File: config.mk
export PLATFORM = sky130hd
export DESIGN_NAME = instr_trace_uart_tx
export DESIGN_NICKNAME = d
export VERILOG_FILES = /design/src/rtl/instr_trace_uart_tx.sv
export SDC_FILE = /design/constraint.sdc
export NUM_CORES = 1
export LEC_CHECK = 0
export BUFFER_PORTS_ARGS = -buffer_cell sky130_fd_sc_hd__buf_2
export CAP_MARGIN = 25
export CORE_MARGIN = 2
export CORE_UTILIZATION = 60
export CTS_BUF_LIST = sky130_fd_sc_hd__clkbuf_2 sky130_fd_sc_hd__clkbuf_4 sky130_fd_sc_hd__clkbuf_8
export DETAILED_ROUTE_END_ITERATION = 12
export PLACE_DENSITY = 0.82
export SETUP_SLACK_MARGIN = 0.2
export SYNTH_ARGS = -nofsm -noshare
export SYNTH_HDL_FRONTEND = slang
export SYNTH_SLANG_ARGS = --single-unit
File: constraint.sdc
create_clock -name clk -period 9.3 [get_ports clk]
set_input_delay 1.86 -clock clk [delete_from_list [all_inputs] [get_ports clk]]
set_output_delay 1.86 -clock clk [all_outputs]
set_load 0.01 [all_outputs]
File: src/rtl/instr_trace_uart_tx.sv
// Snapshots CPU state on each retired instruction and streams it as an 8N1 UART frame.
// Optional TRACE_CHECKSUM_EN appends an XOR checksum byte over the bytes following the sync byte.
module instr_trace_uart_tx #(
  parameter int DATA_WIDTH   = 8,
  parameter int ADDR_WIDTH   = 16,
  parameter int CLKS_PER_BIT = 104
) (
  input  logic                  clk,
  input  logic                  reset,
  input  logic                  enable_i,
  input  logic                  instr_complete_i,
  input  logic [ADDR_WIDTH-1:0] pc_i,
  input  logic [DATA_WIDTH-1:0] a_i,
  input  logic [DATA_WIDTH-1:0] b_i,
  input  logic [DATA_WIDTH-1:0] c_i,
  input  logic                  flag_zero_i,
  input  logic                  flag_negative_i,
  input  logic                  flag_carry_i,
  output logic                  uart_tx_o,
  output logic                  busy_o,
  output logic [7:0]            drop_count_o
);

  localparam int SNAP_W = ADDR_WIDTH + 4 * DATA_WIDTH;
  localparam int BAUD_W = (CLKS_PER_BIT > 1) ? $clog2(CLKS_PER_BIT) : 1;
  localparam logic [BAUD_W-1:0] BAUD_LAST = BAUD_W'(CLKS_PER_BIT - 1);
`ifdef TRACE_CHECKSUM_EN
  localparam logic [2:0] LAST_IDX = 3'd7;
`else
  localparam logic [2:0] LAST_IDX = 3'd6;
`endif

  typedef enum logic [2:0] {S_IDLE, S_LOAD, S_START, S_DATA, S_STOP} state_t;

  // Snapshot packing: {pc_hi, pc_lo, A, B, C, flags}, one byte per frame slot after the sync byte.
  function automatic logic [7:0] frame_byte(input logic [SNAP_W-1:0] s, input logic [2:0] idx);
    logic [7:0] b;
    case (idx)
      3'd0: b = 8'hA5;
      3'd1: b = s[47:40];
      3'd2: b = s[39:32];
      3'd3: b = s[31:24];
      3'd4: b = s[23:16];
      3'd5: b = s[15:8];
      3'd6: b = s[7:0];
`ifdef TRACE_CHECKSUM_EN
      3'd7: b = s[47:40] ^ s[39:32] ^ s[31:24] ^ s[23:16] ^ s[15:8] ^ s[7:0];
`endif
      default: b = 8'hFF;
    endcase
    return b;
  endfunction

  state_t              state_q, state_d;
  logic [BAUD_W-1:0]   baud_q, baud_d;
  logic [2:0]          bit_q, bit_d;
  logic [2:0]          idx_q, idx_d;
  logic [SNAP_W-1:0]   frame_q, frame_d;
  logic                pend_vld_q, pend_vld_d;
  logic [SNAP_W-1:0]   pend_q, pend_d;
  logic [7:0]          drop_q, drop_d;
  logic                tx_q, tx_d;
  logic                busy_q, busy_d;
  logic                bit_end;
  logic                capture;
  logic                consume;
  logic [7:0]          cur_byte;

  assign bit_end = (baud_q == BAUD_LAST);
  assign capture = instr_complete_i && enable_i;
  assign consume = (state_q == S_LOAD);

  always_ff @(posedge clk) begin
    if (reset) begin
      state_q    <= S_IDLE;
      baud_q     <= '0;
      bit_q      <= '0;
      idx_q      <= '0;
      pend_vld_q <= 1'b0;
      drop_q     <= '0;
      tx_q       <= 1'b1;
      busy_q     <= 1'b0;
    end else begin
      state_q    <= state_d;
      baud_q     <= baud_d;
      bit_q      <= bit_d;
      idx_q      <= idx_d;
      pend_vld_q <= pend_vld_d;
      drop_q     <= drop_d;
      tx_q       <= tx_d;
      busy_q     <= busy_d;
    end
  end

  always_ff @(posedge clk) begin
    frame_q <= frame_d;
    pend_q  <= pend_d;
  end

  always_comb begin
    state_d = state_q;
    baud_d  = baud_q;
    bit_d   = bit_q;
    idx_d   = idx_q;
    frame_d = frame_q;
    case (state_q)
      S_IDLE: if (pend_vld_q) state_d = S_LOAD;
      S_LOAD: begin
        frame_d = pend_q;
        idx_d   = '0;
        baud_d  = '0;
        bit_d   = '0;
        state_d = S_START;
      end
      S_START: begin
        baud_d = bit_end ? '0 : baud_q + 1'b1;
        if (bit_end) begin
          bit_d   = '0;
          state_d = S_DATA;
        end
      end
      S_DATA: begin
        baud_d = bit_end ? '0 : baud_q + 1'b1;
        if (bit_end) begin
          if (bit_q == 3'd7) state_d = S_STOP;
          else               bit_d   = bit_q + 3'd1;
        end
      end
      S_STOP: begin
        baud_d = bit_end ? '0 : baud_q + 1'b1;
        if (bit_end) begin
          if (idx_q == LAST_IDX) begin
            state_d = pend_vld_q ? S_LOAD : S_IDLE;
          end else begin
            idx_d   = idx_q + 3'd1;
            state_d = S_START;
          end
        end
      end
      default: state_d = S_IDLE;
    endcase
  end

  // A full slot only accepts a new snapshot in the cycle it is being moved into the frame register.
  always_comb begin
    pend_vld_d = pend_vld_q;
    pend_d     = pend_q;
    drop_d     = drop_q;
    if (consume) pend_vld_d = 1'b0;
    if (capture) begin
      if (pend_vld_q && !consume) begin
        if (drop_q != 8'hFF) drop_d = drop_q + 8'd1;
      end else begin
        pend_vld_d = 1'b1;
        pend_d     = {pc_i, a_i, b_i, c_i, 5'b0, flag_negative_i, flag_zero_i, flag_carry_i};
      end
    end
  end

  // Outputs are registered from next-state values so the line changes in step with the FSM.
  always_comb begin
    cur_byte = frame_byte(frame_d, idx_d);
    case (state_d)
      S_START: tx_d = 1'b0;
      S_DATA:  tx_d = cur_byte[bit_d];
      default: tx_d = 1'b1;
    endcase
    busy_d = (state_d != S_IDLE) || pend_vld_d;
  end

  assign uart_tx_o    = tx_q;
  assign busy_o       = busy_q;
  assign drop_count_o = drop_q;

endmodule

==> impl_summary.md <==
Outcome
The flow ran to the end, and the final reports show no timing, DRC or antenna violations.

STA
Of the available clock period, the critical path in the final layout requires 0.346. The max-slew violation count is 0. The minimum clock period after layout is 3.22 ns. Setup repair after global routing left no endpoint under its margin. After routing, the total negative slack on setup checks comes to 0 ns. The final worst clock skew is 0.00894 ns. The relative slew slack is 0.464. The final worst setup slack is 6.08 ns. For the pin with the worst max-slew slack, the measured transition is 0.801 ns. The number of setup violations in the final report is 0. The achievable clock frequency is 0.311 GHz. The number of failing hold endpoints at the final stage is 0.

Floorplan
The initial core utilization is 0.621. The horizontal die dimension is 93.7 um. After floorplanning, the core was divided into 32 placement rows. The region available for standard cell placement spans 0.00777 sq mm.

The area of the die is 0.00878 sq mm. The die is 93.7 um tall. The top-level I/O count is 57.

Placement
The routability congestion estimate from global placement is 0.819. OpenSTA, run right after detailed placement, puts the worst setup slack at 5.89 ns. The post-DP HPWL is 6.16 mm. In this run the tool buffered the top-level ports with 56 buffer cells.

Setup path
The delay contributed by the slowest stage of the critical path is 0.48 ns. The critical path's slowest cell is sky130_fd_sc_hd__dfxtp_1. Tracing the worst setup path back leads to its startpoint at state_q[1]$_SDFF_PP0_. The kind of end point of the critical path is a flop. The critical path data arrival time is 3.51 ns. Of all nets on the critical path, the largest fanout is 41. The count of buffer and inverter cells on the critical path is 1. Traced cell by cell, the critical path runs through nor2_2 > or3_1 > buf_4 > nand3_2 > nand2_2 > mux2i_1 > nor2_1 > o311a_1 > o311ai_1 > a2bb2oi_2. The worst flop-to-flop path startpoint is state_q[1]$_SDFF_PP0_. The family with the most delay on the worst path is simple AND/OR/NAND/NOR gates.

The critical path start-end classification is reg -> reg. The worst path required time is 9.59 ns. The kind of start point of the critical path is a flop.

Clock network
The latest clock arrival within the worst-skew pair is 0.42 ns. The CTS tree is yes. In this run, post-CTS repair resized a total of 0 instances. The number of sinks on the clock net is 118.

Buffers inserted during clock tree synthesis total 17. In this run the number of H-tree levels came out at 4. For this design, the CTS-stage hold fixing added 0 buffers. In this run the post-CTS setup repair buffer count came out at 0. The clock-pin transition on the worst setup and hold timing paths is 0.07 ns. The clock root buffer is sky130_fd_sc_hd__clkbuf_8. The maximum number of buffers from clock root to sink is 2.

Logic synthesis
The post-synthesis compound-gate area fraction is 0.106. The share of cell area taken by muxes after synthesis is 0.0646. The dominant cell by count in the synthesized netlist is sky130_fd_sc_hd__nand2_1.

Synthesis inferred 118 register bits. Of the total synthesized cell area, the portion taken by XOR and XNOR cells is 0.0145. Counting distinct cell types in the post-synthesis netlist gives 66. The simple logic cell fraction of the synthesized area is 0.195. The most used flip-flop cell after synthesis is sky130_fd_sc_hd__dfxtp_1. By area the synthesized netlist is led by sky130_fd_sc_hd__dfxtp_1, sky130_fd_sc_hd__edfxtp_1, sky130_fd_sc_hd__nand2_1. Ranked by instance count, the synthesized netlist is headed by sky130_fd_sc_hd__nand2_1, sky130_fd_sc_hd__dfxtp_1, sky130_fd_sc_hd__edfxtp_1. The cell area after technology mapping is 0.00483 sq mm. The synthesized instance count is 458. For this run, the register share of the synthesized area comes to 0.579. Yosys printed 0 warnings. Counting flops with an async set or reset pin after synthesis yields a share of 0.

sky130_fd_sc_hd__dfxtp_1 takes more of the synthesized area than any other cell. Of the post-synthesis cell area, the dominant cell type holds 0.311. The average instance in the mapped netlist occupies 10.5 sq um.

The net count after synthesis is 510. By area, the combinational part of the netlist is dominated by simple AND/OR/NAND/NOR gates. Of the total synthesized cell area, the portion taken by full adders, half adders and majority gates is 0.0130. The synthesized design contains 43 enable-type register cells.

Global route
The number of global-route vias before repair is 3328. For this run, the total global-route usage over all layers was measured as 0.226. The initial antenna violation count is 0. Entering global routing, the biggest net connects 45 pins. The remaining global-route overflow is 0.

The first-pass GRT wire length is 15.2 mm.

Drt
The total wirelength of the detailed-routed design is 9.27 mm. In the detailed route, the total length drawn on met3 is 451 um. The first-iteration detailed-routing DRC count is 242. The final route contains 3522 vias. The total DRC errors in the routed layout is 0. The total routed wire length on the met1 layer is 4.09 mm. In this run the top signal layer used is met4.

The detail-routed net length per standard cell is 14.8 um. The average vias per placed instance is 5.64. In the detailed route, the total length drawn on met2 is 4.54 mm. Before antenna repair, the detailed router went through 5 iterations. Once detail routing completed, the nets flagged for antenna violations numbered 0.

Hold path
In this run the most critical hold path is launched from frame_q[10]$_DFF_P_. In this run the worst hold path is classified as reg -> reg.

Finish
The storage element area is 0.00279 sq mm. The final-layout fill cell count is 556. The number of antenna diodes in the final layout is 0. The post-layout net count is 563. From synthesis to final layout, the design area changed by 14.4%. In the final layout, the multi-input gates occupy 0.00191 sq mm. The share of layout cells above drive strength 1 is 0.231.

Run
Across the run, the number of max-cap violations was 0.

Power and ir drop
The total power per unit cell area is 247 mW/mm^2. The completed layout was analyzed and its total power is 1.36 mW. IR analysis of the VDD net gives a maximum drop of 0.190 mV.

For this design the static power due to leakage is 2.27 nW.
==> placed cells by master (no fill, tap or decap), types with 5 or more instances in the layout <==
master,count
sky130_fd_sc_hd__nand3_1,14
sky130_fd_sc_hd__nor3_1,6
sky130_fd_sc_hd__clkbuf_8,18
sky130_fd_sc_hd__nand4_1,5
sky130_fd_sc_hd__a21oi_1,14
sky130_fd_sc_hd__ha_1,5
sky130_fd_sc_hd__and2_1,10
sky130_fd_sc_hd__nand2_1,104
sky130_fd_sc_hd__edfxtp_1,43
sky130_fd_sc_hd__nor2_1,33
sky130_fd_sc_hd__buf_2,56
sky130_fd_sc_hd__o21ai_0,10
sky130_fd_sc_hd__and3_1,6
sky130_fd_sc_hd__mux2i_1,12
sky130_fd_sc_hd__dfxtp_1,75
sky130_fd_sc_hd__mux2_2,15
==> area by class of cell <==
cell class / instances / area share
inverter: 3 / 0.00204
tap: 102 / 0.0231
clock buffer: 22 / 0.0503
multi-input combinational: 312 / 0.345
sequential: 118 / 0.506
clock inverter: 9 / 0.0188
timing repair buffer: 59 / 0.0548
==> worst register-to-register path, stage by stage (launching register included) <==
cell	delay, ns
sky130_fd_sc_hd__dfxtp_1	0.48
sky130_fd_sc_hd__nor2_2	0.44
sky130_fd_sc_hd__or3_1	0.17
sky130_fd_sc_hd__buf_4	0.39
sky130_fd_sc_hd__nand3_2	0.27
sky130_fd_sc_hd__nand2_2	0.30
sky130_fd_sc_hd__mux2i_1	0.27
sky130_fd_sc_hd__nor2_1	0.07
sky130_fd_sc_hd__o311a_1	0.35
sky130_fd_sc_hd__o311ai_1	0.28
sky130_fd_sc_hd__a2bb2oi_2	0.08
==> path summary, 6_finish.rpt <==
| path | to | slack (ns) | cells after the start |
|---|---|---|---|
| max | uart_tx_o$_SDFF_PP1_ | 6.08 | 10 |
| min | frame_q[10]$_DFF_P_ | 0.45 | 2 |
| max reg2reg | uart_tx_o$_SDFF_PP1_ | 6.08 | 10 |
| min reg2reg | frame_q[10]$_DFF_P_ | 0.45 | 2 |
==> through the flow <==
step	cell area, sq um	util	hold WS (ns)	cells
floorplan	4830	-	0.411	458
global placement	5140	0.662	0.430	594
detailed placement	5140	0.662	0.437	594
CTS	5520	0.711	0.452	625
global route	5520	0.711	0.471	625
finish	5520	0.711	0.449	625
==> where the power goes <==
part | leakage [nW] | total, mW | switching [mW] | internal (mW)
Combinational | 1.05 | 0.244 | 0.144 | 0.0998
Clock | 0.198 | 0.443 | 0.189 | 0.254
Sequential | 1.02 | 0.678 | 0.0322 | 0.646
==> per-layer routing <==
metal  global-route usage  vias up
met5                    0        -
met4               0.0954        0
met3               0.0730       17
met2                0.359      113
met1                0.285     1658
li1                     -     1734
==> state kept, by name, indices dropped and copies added, names as in the netlist <==
register and count:
pend_vld_q 1, bit_q 3, uart_tx_o 1, busy_o 1, baud_q 7, drop_count_o 8
frame_q 48, idx_q 3, state_q 3, pend_q 43
==> cells by family (layout without fill, tap and decap cells) <==
family | count (synthesis) | after routing
AOI/OAI and AO/OA | 71 | 71
xor gates and xnor gates | 8 | 8
adders and majority gates | 5 | 5
and+or+nand+nor | 199 | 199
buffers and inverters | 28 | 93
DFF | 118 | 118
muxes | 29 | 29
No activity file was read; power rests on OpenSTA's default activity.
